File: src/rtl/alu_ctrl_pkg.sv
// Shared definitions for the ALU control sequencer: FSM states, major codes
// and instruction field positions.
package alu_ctrl_pkg;

    typedef enum logic [1:0] {
        ST_IDLE   = 2'd0,
        ST_DECODE = 2'd1,
        ST_EXEC   = 2'd2,
        ST_WB     = 2'd3
    } state_t;

    localparam logic [3:0] MAJ_REG  = 4'h0;
    localparam logic [3:0] MAJ_RSVD = 4'hF;

    localparam int MAJ_HI  = 15;
    localparam int MAJ_LO  = 12;
    localparam int RD_HI   = 11;
    localparam int RD_LO   = 8;
    localparam int EXT_HI  = 7;
    localparam int EXT_LO  = 4;
    localparam int RS_HI   = 3;
    localparam int RS_LO   = 0;
    localparam int IMM_HI  = 7;

endpackage

File: src/rtl/alu_ctrl_sequencer_instr_decode.sv
// Combinational instruction decoder: splits a 16-bit word into the datapath
// control fields and flags reserved and no-write-back instructions.
module instr_decode
    import alu_ctrl_pkg::*;
#(
    parameter logic [3:0] NOWB_EXT = 4'hB
) (
    input  logic [15:0] i_instr,
    output logic [7:0]  o_opcode,
    output logic [4:0]  o_control1,
    output logic [4:0]  o_control2,
    output logic        o_imm_control,
    output logic [15:0] o_immediate,
    output logic        o_illegal_raw,
    output logic        o_no_wb
);

    logic [3:0] w_major;
    logic [3:0] w_ext;

    assign w_major = i_instr[MAJ_HI:MAJ_LO];
    assign w_ext   = i_instr[EXT_HI:EXT_LO];

    always_comb begin
        o_control1    = {1'b0, i_instr[RD_HI:RD_LO]};
        o_opcode      = {4'h0, w_ext};
        o_control2    = {1'b0, i_instr[RS_HI:RS_LO]};
        o_imm_control = 1'b0;
        o_immediate   = 16'h0000;
        o_illegal_raw = (w_major == MAJ_RSVD);
        o_no_wb       = (w_ext == NOWB_EXT);
        if (w_major != MAJ_REG) begin
            // Immediate form: the major code selects the operation, ext bits become imm.
            o_opcode      = {w_major, 4'h0};
            o_control2    = 5'd0;
            o_imm_control = 1'b1;
            o_immediate   = {{8{i_instr[IMM_HI]}}, i_instr[IMM_HI:0]};
            o_no_wb       = (w_major == NOWB_EXT);
        end
    end

endmodule

File: src/rtl/alu_ctrl_sequencer.sv
// Multi-cycle control sequencer for the ALU datapath: accepts one instruction
// at a time and walks it through DECODE, EXEC and a single write-back cycle.
module alu_ctrl_sequencer
    import alu_ctrl_pkg::*;
#(
    parameter int         EXEC_CYCLES = 1,
    parameter logic [3:0] NOWB_EXT    = 4'hB
) (
    input  logic        clk,
    input  logic        reset,
    input  logic [15:0] instr,
    input  logic        instr_valid,
    output logic        instr_ready,
    output logic [15:0] enable,
    output logic [4:0]  control1,
    output logic [4:0]  control2,
    output logic        imm_control,
    output logic [7:0]  opcode,
    output logic [15:0] immediate,
    output logic        buff_en,
    output logic        done,
    output logic        illegal
);

    localparam logic [3:0] EXEC_RELOAD = 4'(EXEC_CYCLES - 1);

    state_t      r_state;
    state_t      w_next_state;
    logic [3:0]  r_cnt;
    logic [15:0] r_instr;
    logic [4:0]  r_control1;
    logic [4:0]  r_control2;
    logic        r_imm_control;
    logic [7:0]  r_opcode;
    logic [15:0] r_immediate;
    logic        r_no_wb;

    logic [7:0]  w_opcode;
    logic [4:0]  w_control1;
    logic [4:0]  w_control2;
    logic        w_imm_control;
    logic [15:0] w_immediate;
    logic        w_illegal_raw;
    logic        w_no_wb;

    instr_decode #(
        .NOWB_EXT (NOWB_EXT)
    ) u_decode (
        .i_instr       (r_instr),
        .o_opcode      (w_opcode),
        .o_control1    (w_control1),
        .o_control2    (w_control2),
        .o_imm_control (w_imm_control),
        .o_immediate   (w_immediate),
        .o_illegal_raw (w_illegal_raw),
        .o_no_wb       (w_no_wb)
    );

    always_ff @(posedge clk) begin
        if (!reset) begin
            r_state       <= ST_IDLE;
            r_cnt         <= 4'd0;
            r_instr       <= 16'h0000;
            r_control1    <= 5'd0;
            r_control2    <= 5'd0;
            r_imm_control <= 1'b0;
            r_opcode      <= 8'h00;
            r_immediate   <= 16'h0000;
            r_no_wb       <= 1'b0;
        end else begin
            r_state <= w_next_state;
            case (r_state)
                ST_IDLE: begin
                    if (instr_valid) r_instr <= instr;
                end
                ST_DECODE: begin
                    // Rejected words leave the previously driven fields untouched.
                    if (!w_illegal_raw) begin
                        r_control1    <= w_control1;
                        r_control2    <= w_control2;
                        r_imm_control <= w_imm_control;
                        r_opcode      <= w_opcode;
                        r_immediate   <= w_immediate;
                        r_no_wb       <= w_no_wb;
                        r_cnt         <= EXEC_RELOAD;
                    end
                end
                ST_EXEC: begin
                    if (r_cnt != 4'd0) r_cnt <= r_cnt - 4'd1;
                end
                default: ;
            endcase
        end
    end

    always_comb begin
        w_next_state = r_state;
        case (r_state)
            ST_IDLE:   if (instr_valid) w_next_state = ST_DECODE;
            ST_DECODE: w_next_state = w_illegal_raw ? ST_IDLE : ST_EXEC;
            ST_EXEC:   if (r_cnt == 4'd0) w_next_state = ST_WB;
            ST_WB:     w_next_state = ST_IDLE;
            default:   w_next_state = ST_IDLE;
        endcase
    end

    // Readiness is gated by reset so nothing is advertised while reset is held.
    assign instr_ready = (r_state == ST_IDLE) && reset;
    assign buff_en     = (r_state == ST_EXEC) || (r_state == ST_WB);
    assign done        = (r_state == ST_WB);
    assign illegal     = (r_state == ST_DECODE) && w_illegal_raw;
    assign enable      = ((r_state == ST_WB) && !r_no_wb) ? (16'h0001 << r_control1[3:0]) : 16'h0000;

    assign control1    = r_control1;
    assign control2    = r_control2;
    assign imm_control = r_imm_control;
    assign opcode      = r_opcode;
    assign immediate   = r_immediate;

endmodule

File: config.mk
export PLATFORM = sky130hd
export DESIGN_NAME = alu_ctrl_sequencer
export DESIGN_NICKNAME = d
export VERILOG_FILES = /design/src/rtl/alu_ctrl_pkg.sv /design/src/rtl/alu_ctrl_sequencer_instr_decode.sv /design/src/rtl/alu_ctrl_sequencer.sv
export SDC_FILE = /design/constraint.sdc
export NUM_CORES = 1
export LEC_CHECK = 0
export CAP_MARGIN = 0
export CORE_MARGIN = 2
export CORE_UTILIZATION = 25
export DETAILED_ROUTE_END_ITERATION = 10
export GPL_TIMING_DRIVEN = 0
export PLACE_DENSITY = 0.55
export RECOVER_POWER = 25
export SLEW_MARGIN = 0
export SYNTH_ARGS = -nofsm -noshare
export SYNTH_HDL_FRONTEND = slang
export SYNTH_SLANG_ARGS = --single-unit
File: constraint.sdc
create_clock -name clk -period 1.7 [get_ports clk]
set_input_delay 0.255 -clock clk [delete_from_list [all_inputs] [get_ports clk]]
set_output_delay 0.255 -clock clk [all_outputs]
set_load 0.05 [all_outputs]
; Yosys cells after proc, flatten, opt, wreduce, memory -nomap -nowiden
; Cells that the tools add are included.
[totals]
out_inout_bits = 55
wordCells = 49
register_bits = 57
inputBits = 19
[classes]
addsub = 1
shifts = 1
n_eq_ne = 10
muxes = 13
n_bitwise = 1
n_reduce_logical = 14
[ops]
columns = op, n
row1 = $mux 16, 2
row2 = $shl 1x4->16 const A, 1
row3 = $eq 4x4->1 const B, 3
row4 = $mux 4, 3
row5 = $mux 8, 1
row6 = $ne 2x2->1 const B, 4
row7 = $pmux 2 s4, 1
row8 = $pmux 4 s2, 1
row9 = $reduce_bool 4->1, 2
row10 = $mux 2, 3
row11 = $reduce_and 2->1, 3
row12 = $eq 2x2->1 const B, 2
row13 = $logic_not 4->1, 1
row14 = $sub 4x1->4 const B, 1
row15 = $logic_and 1x1->1, 3
row16 = $reduce_and 3->1, 1
row17 = $eq 2x1->1 const B, 1
row18 = $logic_not 2->1, 1
row19 = $mux 1, 2
row20 = $reduce_bool 2->1, 1
row21 = $logic_not 1->1, 1
row22 = $logic_or 1x1->1, 1
row23 = $not 1->1, 1

; Depth between registers and ports, before layout
; Gate-level depths: netlist of the first run.
[depth]
ltp_word = 3
depth_mapped = 6
depth_no_buf = 5

; By module
; A second synthesis of the first run with hierarchy kept.
[unflattened]
hier_cells = 334
hier_area_um2 = 2732.6
[by_module_without_submodules]
columns = mod, seq_area_each_um2, area_each_um2, cells_each, instances
row1 = alu_ctrl_sequencer, 1161.1, 2434.8, 292, 1
row2 = instr_decode, 0.0, 297.8, 42, 1

; Worst setup path before layout of the first run
; No wires, ideal clock.
[synth_timing]
path_kind = register to output
start = register r_control1[3], in the netlist control1[3]
end = output port enable[12]
path_stages_with_launch = 4
arrival_time_ns = 2.100
slack_ns = -0.655
t_required_ns = 1.445
path_buffers = 0
cell_sequence = dfxtp_1 and3b_1 nand3_1 nor3_1
[synth_between]
elab_chain_cells = 2
[synth_lines]
columns = item, line
row1 = "start, declared", alu_ctrl_sequencer.sv:31  ; logic [4:0] r_control1;
row2 = "start signal, assigned", alu_ctrl_sequencer.sv:79  ; r_control1 <= w_control1;
row3 = $shl 1x4->16, alu_ctrl_sequencer.sv:112  ; assign enable = ((r_state == ST_WB) && !r_no_wb) ? (16'h0001 << r_control1[3:0]) : 16'h0000;
row4 = $mux 16, alu_ctrl_sequencer.sv:112
row5 = "end, declared", alu_ctrl_sequencer.sv:14  ; output logic [15:0] enable,
; No other way between the ends.

==> results of run 1 <==
## routing by layer
layer / share of wire / vias to the layer above
met5: 0 / -
met4: 0.011 / 0
met3: 0.050 / 8
met2: 0.48 / 76
met1: 0.45 / 1026
li1: - / 1111
## placed cells by master, fill, tap and decap left out, drive strengths merged, types with 2 or more instances in the layout
cell type | synthesis | routed
a21oi | 40 | 40
buf | 24 | 54
clkbuf | 10 | 18
clkdlybuf4s15 | 0 | 9
clkdlybuf4s50 | 0 | 17
conb | 1 | 2
dfxtp | 48 | 48
dlygate4sd2 | 0 | 23
inv | 5 | 5
mux2i | 2 | 2
nand2 | 39 | 39
nand2b | 5 | 5
nand3 | 7 | 7
nand4 | 17 | 17
nor2 | 17 | 17
nor2b | 3 | 3
nor3 | 4 | 4
nor3b | 3 | 3
o21ai | 23 | 23
o221a | 3 | 3
o22ai | 3 | 3
or4 | 2 | 2
## state kept, by name, summed over array words and instances, names as in the netlist, named ones only
register / cells
r_no_wb: 1
control2: 4
imm_control: 1
opcode: 8
r_instr: 16
control1: 4
r_cnt: 4
immediate: 8
r_state: 1
## repair_timing
action,4_1_cts,5_1_grt
pin swaps,1,7
buffers inserted,4,6
endpoints found under the setup margin,53,22
resized for setup,193,22
## worst max-delay path by stage
stage,slack [ns],endpoint,start
2_1_floorplan,-0.09,enable[6],control1[2]
3_3_place_gp,-0.68,enable[4],register
3_5_place_dp,-0.74,enable[4],register
4_1_cts,-0.10,enable[0],register
5_1_grt,-0.13,enable[0],register
6_report,-0.03,enable[4],register
## worst max-delay path, cell delays in order (launching register included)
cell and delay (ns):
dfxtp_2 0.35, buf_8 0.10, nor3b_4 0.24, nand3_4 0.15, nor3_4 0.15, buf_6 0.18
## report_power, final
group	internal, mW	switching, mW
Sequential	1.17	0.0455
Combinational	0.199	0.303
Clock	0.332	0.361
Total	1.70	0.710
## stage by stage
step	setup TNS (ns)	cell area [um2]
2_1_floorplan	-0.464	2280
3_3_place_gp	-10.64	3110
3_5_place_dp	-11.15	3110
4_1_cts	-0.979	3280
5_1_grt	-1.14	3370
6_report	-0.110	3370
## cell type report
| class | count | area, um2 |
|---|---|---|
| fillers | 904 | 5220 |
| multi-input cells | 184 | 1150 |
| flip-flops and latches | 48 | 975 |
| repair buffers | 80 | 763 |
| plain buffers | 33 | 234 |
| well taps | 108 | 135 |
| clock buffers | 8 | 90.1 |
| inverters | 5 | 18.8 |
## cell families (layout without fill, tap and decap cells)
logic type,after synthesis,in the layout
buf+inv,39,126
compound gates,73,73
simple gates,106,106
other cells,1,2
fa+ha+maj,1,1
mux,2,2
flops,48,48
==> impl_metrics.env, run 1 <==
export IMPL_stdcell_count=466
export IMPL_synthXorXnorAreaFrac=0
export IMPL_cp_required_ns=1.44
export IMPL_hold_path_class="input pin to register"
export IMPL_num_antenna_cells=0
export IMPL_dp_cells=449
export IMPL_cts_clk_slew_worst_paths_ns=0.08
export IMPL_critPathKind="register to output pin"
export IMPL_grt_max_degree=20
export IMPL_port_buffers=70
export IMPL_irDropWorstVdd_v=0.000412
export IMPL_cts_tree="done"
export IMPL_gr_total_overflow=0
export IMPL_ff2ff_setup_slack_ns=0.12
export IMPL_io_pins=74
export IMPL_slew_viol_final=0
export IMPL_synth_seq_cells=48
export IMPL_finalHoldViolCount=0
export IMPL_arrival_ns=1.48
export IMPL_vias=2221
export IMPL_drive_gt1_frac=0.310
export IMPL_drt_iter0_markers=90
export IMPL_cts_sinks=48
export IMPL_totalPowerFinal_mw=2.41
export IMPL_place_ws_ns=-0.736
export IMPL_synth_cells=270
export IMPL_holdPathEnd="opcode[7]"
export IMPL_synth_top_family_by_area="simple AND/OR/NAND/NOR gates"
export IMPL_grt_pass1_wl_mm=10.6
export IMPL_fin_nets=377
export IMPL_drt_total_wl_mm=6.47
export IMPL_setup_ws_ns=-0.0323
export IMPL_syn_area_mm2=0.00219
export IMPL_yosys_area_top_type="dfxtp_1"
export IMPL_num_rows=34
export IMPL_fp_dieH_um=97.6
export IMPL_startpoint_type="register"
export IMPL_grt_busiest_layer="met2"
export IMPL_dieArea_mm2=0.00952
export IMPL_die_x_um=97.6
export IMPL_worst_slew_pin_slew_ns=0.532
export IMPL_synth_compound_area_frac=0.184
export IMPL_synthAdderAreaFrac=0.00572
export IMPL_place_congestion=0.780
export IMPL_synth_most_common_cell="dfxtp_1"
export IMPL_drv_cap=0
export IMPL_yosys_area_share_simple=0.258
export IMPL_htreeDepth=2
export IMPL_leakagePower_nw=1.32
export IMPL_relSlewSlack=0.643
export IMPL_post_route_period_util=1.02
export IMPL_ys_types=40
export IMPL_critical_path_max_fanout=4
export IMPL_yosysSeqAreaShare=0.439
export IMPL_synth_area_top_cells="dfxtp_1 (44%), a21oi_1 (9.1%), nand2_1 (6.7%), o21ai_0 (5.0%), nand4_1 (4.9%)"
export IMPL_antenna_found_initial=0
export IMPL_ys_flop_type="dfxtp_1"
export IMPL_async_flop_share=0
export IMPL_post_route_util=0.392
export IMPL_fin_skew_ns=0.00442
export IMPL_yosys_area_top_type_share=0.439
export IMPL_failed_checks="setup timing"
export IMPL_cts_buffers=5
export IMPL_finalCriticalPeriod_ns=1.73
export IMPL_start_util=0.255
export IMPL_detailed_place_hpwl_mm=4.66
export IMPL_cts_hold_buffers=0
export IMPL_wire_per_inst_um=13.9
export IMPL_setup_viol=5
export IMPL_ant_nets=0
export IMPL_drt_first_pass_iters=4
export IMPL_synthMuxAreaShare=0.00915
export IMPL_clk_path_buf_depth=2
export IMPL_fin_hold_ws_ns=0.294
export IMPL_r2r_end="opcode[1]"
export IMPL_use_met3=0.0353
export IMPL_rsz0062_at_grt="yes"
export IMPL_core_area_mm2=0.00859
export IMPL_outcome="finished with violations"
export IMPL_hold_start="reset"
export IMPL_met1_usage=0.181
export IMPL_end_kind="output pin"
export IMPL_root_buffer="clkbuf_8"
export IMPL_routed_via_density=4.77
export IMPL_grt_use_met2=0.222
export IMPL_syn_avg_cell_area_um2=8.10
export IMPL_whs_path_depth=2
export IMPL_yosys_warnings=0
export IMPL_fmax_ghz=0.577
export IMPL_synth_edff_count=0
export IMPL_area_growth_pct=54.0
export IMPL_ys_top_cells_by_count="dfxtp_1 (48), a21oi_1 (40), nand2_1 (39)"
export IMPL_drc=0
export IMPL_clkLatencyLatePin_ns=0.30
export IMPL_grt_pass1_vias=2096
export IMPL_ff2ff_path_depth=8
export IMPL_power_density_mw_per_mm2=716
export IMPL_grt_usage=0.137
(Power assumes the default switching activity.)
==> inputs of run 2 (changes only) <==
--- a/config.mk
+++ b/config.mk
@@ -7,11 +7,11 @@
 export LEC_CHECK = 0
 export CAP_MARGIN = 0
 export CORE_MARGIN = 2
-export CORE_UTILIZATION = 25
+export CORE_UTILIZATION = 45
 export DETAILED_ROUTE_END_ITERATION = 10
 export GPL_TIMING_DRIVEN = 0
-export PLACE_DENSITY = 0.55
-export RECOVER_POWER = 25
+export PLACE_DENSITY = 0.85
+export RECOVER_POWER = 100
 export SLEW_MARGIN = 0
 export SYNTH_ARGS = -nofsm -noshare
 export SYNTH_HDL_FRONTEND = slang
==> constraint.sdc (replaced) <==
create_clock -name clk -period 2.1 [get_ports clk]
set_input_delay 0.315 -clock clk [delete_from_list [all_inputs] [get_ports clk]]
set_output_delay 0.315 -clock clk [all_outputs]
set_load 0.05 [all_outputs]
==> run 2 against run 1 <==
Effect of this change:
- hold slack improved by 0.057 ns
- global-route usage increased by 7.8 points
- clock power decreased by 2.9%
- the flow now finishes without violations
- sequential share of layout area increased by 3.0 points
- final area decreased by 11%
==> impl_metrics.env, run 2 (synthesis results as in run 1) <==
export IMPL_outcome="complete, no violations"
export IMPL_power_density_mw_per_mm2=671
export IMPL_slowest_delay_ns=0.88
export IMPL_drt_first_pass_iters=4
export IMPL_cp_num_buf_inv=1
export IMPL_post_route_period_util=0.957
export IMPL_critPathKind="register to output pin"
export IMPL_p_switching_mw=0.576
export IMPL_layout_common_cells="dfxtp_1 (47), a21oi_1 (40), nand2_1 (39)"
export IMPL_irDropWorstVdd_v=0.000339
export IMPL_grt_max_degree=17
export IMPL_detailed_place_hpwl_mm=4.12
export IMPL_grt_pass1_vias=1959
export IMPL_fin_tns_setup_ns=0
export IMPL_cts_hold_buffers=0
export IMPL_ant_nets=0
export IMPL_largest_reg_flops=16
export IMPL_relSlewSlack=0.600
export IMPL_crit_chain="clkdlybuf4s50_1"
export IMPL_p_sw_frac=0.285
export IMPL_ff2ff_setup_slack_ns=0.37
export IMPL_cts_buffers=5
export IMPL_p_int_mw=1.44
export IMPL_clk_path_buf_depth=2
export IMPL_critical_path_slowest_cell="clkdlybuf4s50_1"
export IMPL_p_comb_frac=0.179
export IMPL_grt_usage=0.216
export IMPL_finalHoldViolCount=0
export IMPL_rsz0062_at_grt="no"
export IMPL_wire_per_inst_um=13.7
export IMPL_place_ws_ns=-0.239
export IMPL_core_area_mm2=0.00469
export IMPL_worst_slew_pin_slew_ns=0.603
export IMPL_fin_nets=368
export IMPL_leakagePower_nw=1.23
export IMPL_drt_iter0_markers=120
export IMPL_htreeDepth=2
export IMPL_critical_path_max_fanout=10
export IMPL_num_antenna_cells=0
export IMPL_gr_total_overflow=0
export IMPL_grt_pass1_wl_mm=9.05
export IMPL_cp_required_ns=1.78
export IMPL_root_buffer="clkbuf_8"
export IMPL_clockPowerShare=0.333
export IMPL_fp_dieH_um=73.7
export IMPL_area_growth_pct=37.6
export IMPL_finalCriticalPeriod_ns=2.01
export IMPL_hold_path_class="input pin to register"
export IMPL_die_x_um=73.7
export IMPL_place_congestion=0.827
export IMPL_drive_gt1_frac=0.172
export IMPL_top_register="r_instr"
export IMPL_start_util=0.466
export IMPL_setup_viol=0
export IMPL_fin_hold_ws_ns=0.352
export IMPL_drt_total_wl_mm=5.51
export IMPL_totalPowerFinal_mw=2.02
export IMPL_cts_sinks=48
export IMPL_seq_power_share=0.488
export IMPL_clkLatencyLatePin_ns=0.31
export IMPL_mostFrequentLayoutCell="dfxtp_1"
export IMPL_io_pins=74
export IMPL_setup_ws_ns=0.0909
export IMPL_cts_clk_slew_worst_paths_ns=0.09
export IMPL_fmax_ghz=0.498
export IMPL_critPathTopFamily="buffers and inverters"
export IMPL_cts_tree="done"
export IMPL_arrival_ns=1.69
export IMPL_antenna_found_initial=0
export IMPL_routed_via_density=5.30
export IMPL_drc=0
export IMPL_port_buffers=70
export IMPL_end_kind="output pin"
export IMPL_dieArea_mm2=0.00544
export IMPL_fin_skew_ns=0.0121
export IMPL_drv_cap=0
export IMPL_num_rows=25
export IMPL_vias=2137
export IMPL_startpoint_type="register"
export IMPL_slew_viol_final=0
run 2: cell count changes in the layout (fill, tap and decap cells not counted), sizes merged:
cell	before	now
clkdlybuf4s15	9	3
clkbuf	18	42
bufinv	0	1
dlygate4sd2	23	10
dlygate4sd3	0	23
clkinv	0	2
buf	54	14
run 2: timing repair:
item / 4_1_cts / 5_1_grt
setup buffers: 0 / 1
pin swaps: 0 / 1
resized for setup: 86 / 15
setup endpoints to repair: 27 / 15
run 2: layer usage:
metal / GRT usage / vias up / share of wire
li1: - / 1089 / -
met1: 0.283 / 966 / 0.43
met2: 0.360 / 76 / 0.49
met3: 0.0316 / 6 / 0.063
met4: 0.0747 / 0 / 0.013
met5: 0 / - / 0
run 2: cell type report:
cell class | instances | area, um2
sequential | 48 | 962
tap | 54 | 67.6
multi-input combinational | 184 | 1030
buffer | 33 | 196
inverter | 5 | 18.8
timing repair buffer | 71 | 618
clock buffer | 5 | 68.8
fill | 416 | 1680
clock inverter | 3 | 47.5
run 2: final timing paths:
| kind | start | to | cells after the start |
|---|---|---|---|
| setup / recovery | immediate[14] | immediate[7] | 1 |
| hold reg to reg | r_instr[11] | r_instr[11] | 2 |
| hold / removal | reset | opcode[5] | 2 |
| setup reg to reg | r_state[0] | r_no_wb | 6 |
run 2: through the flow:
step | std cells | instance area [um2] | util
after floorplan | 271 | 2210 | -
after global placement | 395 | 2980 | 0.635
after detailed placement | 395 | 2980 | 0.635
after CTS | 403 | 3030 | 0.646
after global routing | 403 | 3010 | 0.642
final | 403 | 3010 | 0.642
run 2: power by group through the flow:
stage	clock, mW	sequential [mW]	combinational, mW
floorplan	0	1.04	0.216
global placement	0	1.00	0.368
detailed placement	0	1.01	0.375
CTS	0.674	0.984	0.373
global route	0.709	0.990	0.393
finish	0.673	0.985	0.362
